`config.mk`:
```
export PLATFORM = sky130hd
export DESIGN_NAME = pj_exibe_sequencia_flat
export DESIGN_NICKNAME = d
export VERILOG_FILES = /design/src/rtl/pj_exibe_sequencia_if.sv /design/src/rtl/pj_exibe_sequencia.sv /design/src/flat_wrapper.sv
export SDC_FILE = /design/constraint.sdc
export NUM_CORES = 1
export LEC_CHECK = 0
export BUFFER_PORTS_ARGS = -buffer_cell sky130_fd_sc_hd__buf_2
export CORE_MARGIN = 10
export CORE_UTILIZATION = 52
export DETAILED_ROUTE_END_ITERATION = 6
export HOLD_SLACK_MARGIN = 0.15
export PLACE_DENSITY = 0.76
export SYNTH_ARGS = -nofsm -noshare
export SYNTH_HDL_FRONTEND = slang
export SYNTH_SLANG_ARGS = --single-unit
export TNS_END_PERCENT = 50
```
`constraint.sdc`:
```
create_clock -name clock -period 2.5 [get_ports clock]
set_input_delay 0.625 -clock clock [delete_from_list [all_inputs] [get_ports clock]]
set_output_delay 0.625 -clock clock [all_outputs]
set_load 0.05 [all_outputs]
```
`src/rtl/pj_exibe_sequencia_if.sv`:
```
// Player-output bundle for the MindFocus sequence presenter: game-FSM control,
// ROM read port, LED drive and debug taps.
interface pj_exibe_sequencia_if;
    logic       iniciar;
    logic       abortar;
    logic [3:0] base_endereco;
    logic [3:0] comprimento;
    logic [3:0] mem_dado;
    logic [3:0] mem_endereco;
    logic [3:0] leds;
    logic       ocupado;
    logic       fim;
    logic [2:0] db_estado;
    logic [3:0] db_indice;

    modport slave (
        input  iniciar, abortar, base_endereco, comprimento, mem_dado,
        output mem_endereco, leds, ocupado, fim, db_estado, db_indice
    );

    modport master (
        output iniciar, abortar, base_endereco, comprimento, mem_dado,
        input  mem_endereco, leds, ocupado, fim, db_estado, db_indice
    );
endinterface

```
`src/rtl/pj_exibe_sequencia.sv`:
```
// MindFocus sequence presenter: fetches each item of the round's pattern from the
// synchronous game ROM and shows it on the LEDs with fixed on/off timing.
module pj_exibe_sequencia #(
    parameter int T_ON  = 25000000,
    parameter int T_OFF = 12500000,
    parameter int CNT_W = 26
) (
    input  logic                  clock,
    input  logic                  reset,
    pj_exibe_sequencia_if.slave   bus
);
    typedef enum logic [2:0] {
        OCIOSO  = 3'd0,
        BUSCA   = 3'd1,
        LE      = 3'd2,
        ACESO   = 3'd3,
        APAGADO = 3'd4,
        FIM     = 3'd5
    } estado_t;

    localparam logic [CNT_W-1:0] ON_LAST  = CNT_W'(T_ON - 1);
    localparam logic [CNT_W-1:0] OFF_LAST = CNT_W'(T_OFF - 1);

    estado_t          estado, estado_prox;
    logic [CNT_W-1:0] timer, timer_prox;
    logic [3:0]       indice, indice_prox;
    logic [3:0]       endereco, endereco_prox;
    logic [3:0]       leds_q, leds_prox;
    logic [3:0]       comp_q, comp_prox;

    // NOTE: state registers use non-blocking assignments so every flop samples the
    // pre-edge values computed by the combinational block.
    always_ff @(posedge clock or negedge reset) begin
        if (!reset) begin
            estado   <= OCIOSO;
            timer    <= '0;
            indice   <= '0;
            endereco <= '0;
            leds_q   <= '0;
            comp_q   <= '0;
        end else begin
            estado   <= estado_prox;
            timer    <= timer_prox;
            indice   <= indice_prox;
            endereco <= endereco_prox;
            leds_q   <= leds_prox;
            comp_q   <= comp_prox;
        end
    end

    // NOTE: every signal gets a hold default first, so no path through the case
    // leaves one unassigned and no latch is inferred.
    always_comb begin
        estado_prox   = estado;
        timer_prox    = timer;
        indice_prox   = indice;
        endereco_prox = endereco;
        leds_prox     = leds_q;
        comp_prox     = comp_q;

        unique case (estado)
            OCIOSO: begin
                if (bus.iniciar && !bus.abortar) begin
                    comp_prox   = bus.comprimento;
                    indice_prox = '0;
                    if (bus.comprimento == 4'd0) begin
                        estado_prox = FIM;
                    end else begin
                        endereco_prox = bus.base_endereco;
                        estado_prox   = BUSCA;
                    end
                end
            end
            BUSCA: estado_prox = LE;
            LE: begin
                leds_prox   = bus.mem_dado;
                timer_prox  = '0;
                estado_prox = ACESO;
            end
            ACESO: begin
                if (timer == ON_LAST) begin
                    leds_prox   = '0;
                    timer_prox  = '0;
                    estado_prox = APAGADO;
                end else begin
                    timer_prox = timer + CNT_W'(1);
                end
            end
            APAGADO: begin
                if (timer == OFF_LAST) begin
                    timer_prox = '0;
                    if (indice == comp_q - 4'd1) begin
                        estado_prox = FIM;
                    end else begin
                        indice_prox   = indice + 4'd1;
                        endereco_prox = endereco + 4'd1;
                        estado_prox   = BUSCA;
                    end
                end else begin
                    timer_prox = timer + CNT_W'(1);
                end
            end
            FIM:     estado_prox = OCIOSO;
            default: estado_prox = OCIOSO;
        endcase

        // Abort overrides every transition, including FIM, so no fim pulse follows it.
        if (bus.abortar && estado != OCIOSO) begin
            estado_prox = OCIOSO;
            leds_prox   = '0;
            timer_prox  = '0;
        end
    end

    assign bus.mem_endereco = endereco;
    assign bus.leds         = leds_q;
    assign bus.ocupado      = (estado != OCIOSO);
    assign bus.fim          = (estado == FIM);
    assign bus.db_estado    = estado;
    assign bus.db_indice    = indice;
endmodule

```
`src/flat_wrapper.sv`:
```
// flat-port wrapper written by rule: the top's interface ports become plain ports
module pj_exibe_sequencia_flat 
#(
    parameter int T_ON  = 25000000,
    parameter int T_OFF = 12500000,
    parameter int CNT_W = 26
)
  (clock, reset, bus_iniciar, bus_abortar, bus_base_endereco, bus_comprimento, bus_mem_dado, bus_mem_endereco, bus_leds, bus_ocupado, bus_fim, bus_db_estado, bus_db_indice);
  pj_exibe_sequencia_if bus_i ();
  input  logic clock;
  input  logic reset;
  input wire logic [$bits(bus_i.iniciar)-1:0] bus_iniciar;
  input wire logic [$bits(bus_i.abortar)-1:0] bus_abortar;
  input wire logic [$bits(bus_i.base_endereco)-1:0] bus_base_endereco;
  input wire logic [$bits(bus_i.comprimento)-1:0] bus_comprimento;
  input wire logic [$bits(bus_i.mem_dado)-1:0] bus_mem_dado;
  output wire logic [$bits(bus_i.mem_endereco)-1:0] bus_mem_endereco;
  output wire logic [$bits(bus_i.leds)-1:0] bus_leds;
  output wire logic [$bits(bus_i.ocupado)-1:0] bus_ocupado;
  output wire logic [$bits(bus_i.fim)-1:0] bus_fim;
  output wire logic [$bits(bus_i.db_estado)-1:0] bus_db_estado;
  output wire logic [$bits(bus_i.db_indice)-1:0] bus_db_indice;
  assign bus_i.iniciar = bus_iniciar;
  assign bus_i.abortar = bus_abortar;
  assign bus_i.base_endereco = bus_base_endereco;
  assign bus_i.comprimento = bus_comprimento;
  assign bus_i.mem_dado = bus_mem_dado;
  assign bus_mem_endereco = bus_i.mem_endereco;
  assign bus_leds = bus_i.leds;
  assign bus_ocupado = bus_i.ocupado;
  assign bus_fim = bus_i.fim;
  assign bus_db_estado = bus_i.db_estado;
  assign bus_db_indice = bus_i.db_indice;
  pj_exibe_sequencia #(.T_ON(T_ON), .T_OFF(T_OFF), .CNT_W(CNT_W)) u_core (.clock(clock), .reset(reset), .bus(bus_i));
endmodule
```
* Word level (Yosys, flattened, before mapping)
Cells that the tools add are included.
** Operators by class
- Muxes and demuxes :: 23
- Reduce and logical (&&, ||, !) cells :: 14
- Add/sub/neg operators :: 4
- Equal/unequal tests :: 15
** Operator list (number)
- 26-bit 2-to-1 mux :: 3
- 26-bit case mux with 3 select lines :: 1
- 4-bit 2-to-1 mux :: 9
- 26-bit by 1-bit adder with 26-bit output, second input constant :: 1
- 26-bit by 24-bit equality test with 1-bit output, second input constant :: 1
- 26-bit by 25-bit equality test with 1-bit output, second input constant :: 1
- 4-bit case mux with 2 select lines :: 3
- 3-bit 2-to-1 mux :: 6
- 3-bit case mux with 5 select lines :: 1
- 3-bit by 1-bit inequality test with 1-bit output, second input constant :: 3
- 4-bit by 1-bit adder with 4-bit output, second input constant :: 2
- 3-bit by 2-bit equality test with 1-bit output, second input constant :: 2
- 3-bit equality test, second input constant :: 2
- 3-bit nonzero test :: 2
- 5-bit AND reduction :: 1
- 4-bit equality test :: 1
- 4-bit zero test :: 1
- 2-bit by 1-bit inequality test with 1-bit output, second input constant :: 2
- 2-bit inequality test, second input constant :: 2
- 2-bit AND reduction :: 2
- 4-bit AND reduction :: 1
- 4-bit nonzero test :: 1
- 4-bit by 1-bit subtractor with 4-bit output, second input constant :: 1
- 3-bit by 1-bit equality test with 1-bit output, second input constant :: 1
- 5 further kinds :: 6
** Storage, ports and cells
- Flip-flop bits (word level) :: 45
- Bits of input ports :: 16

* Depth between registers and ports, before layout
- Depth after elaboration :: 6
- Gate-level depth with buffers :: 9
- Depth with buffers taken out :: 8

* Worst setup path before layout
Ideal clock, no wire load.
- Kind :: register to register
- Start :: reg u_core.timer[17]
- End :: reg u_core.timer[2]
- Buffers on the path :: 3
- Data required time :: 2.362 ns
- Path slack :: -0.226 ns
- Period minus slack after synthesis :: 2.726 ns
- Cell stages (with the launch flop) :: 10
- Arrival time :: 2.587 ns
- Path through :: dfrtp_1 > buf_6 > or4b_1 > or4_1 > or4b_4 > a21bo_1 > buf_6 > buf_6 > a21oi_2 > a31oi_1
** On the way
- Word-level cells in the longest chain between the ends :: 4
- Elaborated cells on any way between the ends :: 6
- Classes of those cells :: 2 x eq/ne; 4 x mux
** RTL lines
- from (decl) :: line pj_exibe_sequencia.sv:25 : logic [CNT_W-1:0] timer, timer_prox;
- from (signal assigned) :: line pj_exibe_sequencia.sv:43 : timer <= timer_prox;
- 26-bit by 24-bit equality test with 1-bit output / 26-bit by 25-bit equality test with 1-bit output (equally long branches) :: line pj_exibe_sequencia.sv:90, pj_exibe_sequencia.sv:81
- 26-bit 2-to-1 mux, on equally long branches :: line pj_exibe_sequencia.sv:90, pj_exibe_sequencia.sv:81
- 26-bit case mux with 3 select lines (*) :: line pj_exibe_sequencia.sv:61 : unique case (estado)
- 26-bit 2-to-1 mux (*) :: line pj_exibe_sequencia.sv:108 : if (bus.abortar && estado != OCIOSO) begin
Mark *: on every way between the ends. The rest lies on a longest branch, timed or not.
A chain may end at the register's enable or synchronous reset.

* Worst setup path after layout
- Start :: reg u_core.timer[17]
- End :: reg u_core.timer[22]
** On the way
- Word-level cells in the longest chain between the ends :: 4
- Elaborated cells on any way between the ends :: 7
- Classes of those cells :: 1 x add/sub; 2 x eq/ne; 4 x mux
** RTL lines (line)
- 26-bit by 1-bit adder with 26-bit output, or another cell as far along :: pj_exibe_sequencia.sv:86, pj_exibe_sequencia.sv:100
- 26-bit 2-to-1 mux, on equally long branches :: pj_exibe_sequencia.sv:90, pj_exibe_sequencia.sv:81
- 26-bit case mux with 3 select lines (*) :: pj_exibe_sequencia.sv:61
- 26-bit 2-to-1 mux (*) :: pj_exibe_sequencia.sv:108
Marks and branches as above.

==> run summary <==
Result of the run = complete, but fails checks
Failing checks = negative setup slack
Dpl hpwl = 5040 um
WL final = 7340 um
DRT iter0 DRCs = 183
Pwr dens = 657 nW/um^2
Inst Count DP = 415
Final Hold Vio Count = 0
Worst vdd ir = 0.440 mV
Crit end category = flop
Register-to-Register Path Depth = 7
H-tree Lvls = 2
Vias per cell = 6.07
Gpl congestion = 0.861
Mapped Cells = 298
Worst-skew pair later-pin latency = 0.30 ns
# DRC = 0
Drt wl/cell = 17.4 um
Clock Tree Root = clkbuf_8
CTS Hold Bufs = 0
Placed cell areas = 3040 um^2
Layout Cells excl Fill = 423
Primary FF master, synth = dfrtp_1
Initial antenna violation count = 0
Synth top area share = 0.426
Die width = 91.3 um
Worst Slack Setup Final = -0.188 ns
Sequential area share after synthesis = 0.426
# nets final = 376
Leakage power = 1.49 nW
Unrepaired setup endpoints after global routing = true
Clock tree sinks = 45
Crit path launch type = flop
Yosys warns = 0
Period Utilization, post-route = 1.08
Post-Syn Area = 2640 um^2
Starting Density = 0.549
Design area = 3340 um^2
Final slew viol count = 0
CTS tree = done
Fillers = 384
Boundary Pins = 33
Core area = 4820 um^2
Min-Delay Path Class = input pin to async pin
Worst endpoint required time = 2.67 ns
I/O Buffers = 32
Vias in the first global route = 2,432
Worst-margin pin slew = 0.809 ns
Total die area = 8330 um^2
Routed Antenna Nets = 0
Setup-failing EPs final = 30
Hold_ws = 0.407 ns
Cell accounting for the most synthesized area = dfrtp_1
Global-route wire length before repair = 11,600 um
ANT cells = 0
Area Growth Syn to Fin = 26.5%
Mapped Nets = 318
Crit Path Class = flop to flop
Post-synthesis sequential element count = 45
GRT Residual Overflow = 0
Setup bufs post-CTS = 0
CP Max Fanout = 8
Most common cell in the netlist = dfrtp_1
Min cycle time layout = 2.69 ns
Share of cells above drive strength 1 = 0.323
Floorplan row count = 25
GRT Util Overall = 0.166
DRT Pass-1 Iters = 5
Number of synthesized flops with an enable pin = 0
Synth area leaders = dfrtp_1 (43%), nand2_1 (4.4%), a31oi_1 (3.8%), nand3_1 (3.8%), a21oi_1 (3.2%)
Via count = 2,566
Synth unique cells = 48
Die Ht = 91.3 um
Clock buffer depth = 2
Total power = 2.19 mW
WP data arrival = 2.86 ns
FMAX = 0.372 GHz
Clk slew on worst S/H paths = 0.08 ns
Slew margin rel. = 0.453
Top post-synthesis cells by count = dfrtp_1 (45), nand2_1 (31), nand3_1 (20), nor2_1 (20), a21oi_1 (17)
Pin count of the biggest net entering global routing = 46
Max cap viols = 0
Inserted Clock Buffers = 5
FFs w/ async S/R, synth = 1.00
Clk_skew = 0.00933 ns
Syn_area_per_cell = 8.87 um^2
sequential cells by signal (all words and copies together) (netlist names):
name / count
u_core.timer: 26
u_core.bus.db_indice: 4
u_core.bus.leds: 4
u_core.bus.mem_endereco: 4
u_core.comp_q: 4
u_core.bus.db_estado: 3
kinds of logic after synthesis:
family          Yosys count  synth area share
compound gates           82             0.201
simple gates            129             0.254
fa+ha+maj                 4            0.0189
flops                    45             0.426
xor+xnor                  8            0.0265
buf+inv                  24            0.0483
mux                       6            0.0251
cell type report:
cell class	instances	area, um^2	area share
Timing Repair Buffer	65	463	0.139
Clock buffer	7	86.3	0.0258
Multi-Input combinational cell	229	1550	0.462
Inverter	10	37.5	0.0112
Sequential cell	45	1130	0.337
Tap cell	67	83.8	0.0251
power breakdown:
part	leakage, nW	internal, mW	total (mW)	switching, mW
logic	0.833	0.296	0.842	0.546
clock network	0.0443	0.220	0.456	0.236
registers	0.608	0.818	0.897	0.0788
total	1.49	1.33	2.19	0.861
worst paths after layout:
| kind | startpoint | to | slack (ns) |
|---|---|---|---|
| setup reg to reg | u_core.timer[17] | u_core.timer[22] | -0.19 |
| hold reg to reg | u_core.bus.leds[0] | u_core.bus.leds[0] | 0.51 |
| min in group clock | u_core.bus.leds[0] | u_core.bus.leds[0] | 0.51 |
| setup / recovery | u_core.timer[17] | u_core.timer[22] | -0.19 |
| hold / removal | reset | u_core.comp_q[3] | 0.41 |
| max in group asynchronous | reset | u_core.timer[13] | 1.71 |
layout by cell type (no fill, tap or decap), types with 9 or more instances in the layout:
master / instances
nand2_1: 31
a21oi_2: 17
nor2_1: 20
buf_4: 24
buf_2: 32
o21ai_0: 9
a31oi_1: 15
nand3_1: 20
nor3_1: 11
dfrtp_1: 45
or3_1: 9
inv_1: 10
worst max-delay path, stage by stage (launching register included):
cell     delay (ns)
dfrtp_1        0.38
or4b_1         0.51
or4_4          0.50
or4b_4         0.51
a21bo_4        0.29
buf_6          0.16
a31oi_4        0.15
a31oi_1        0.05
layer usage:
metal  GRT usage  share of wire
met1       0.209           0.43
met2       0.270           0.48
met3      0.0477          0.076
met4      0.0483          0.016
met5           0              0
repair_timing:
item | 4_1_cts | 5_1_grt
endpoints found under the setup margin | 36 | 36
gates cloned | 0 | 1
pin swaps | 12 | 11
resized for setup | 20 | 27
stage by stage:
step           utilization  TNS (ns)  setup slack, ns
2_1_floorplan            -     -4.94           -0.224
3_3_place_gp         0.630     -3.40           -0.144
3_5_place_dp         0.630     -5.43           -0.233
4_1_cts              0.665     -3.89           -0.167
5_1_grt              0.694     -7.02           -0.286
6_report             0.694     -4.31           -0.188
Note: power is estimated with default switching activity, not from simulation.
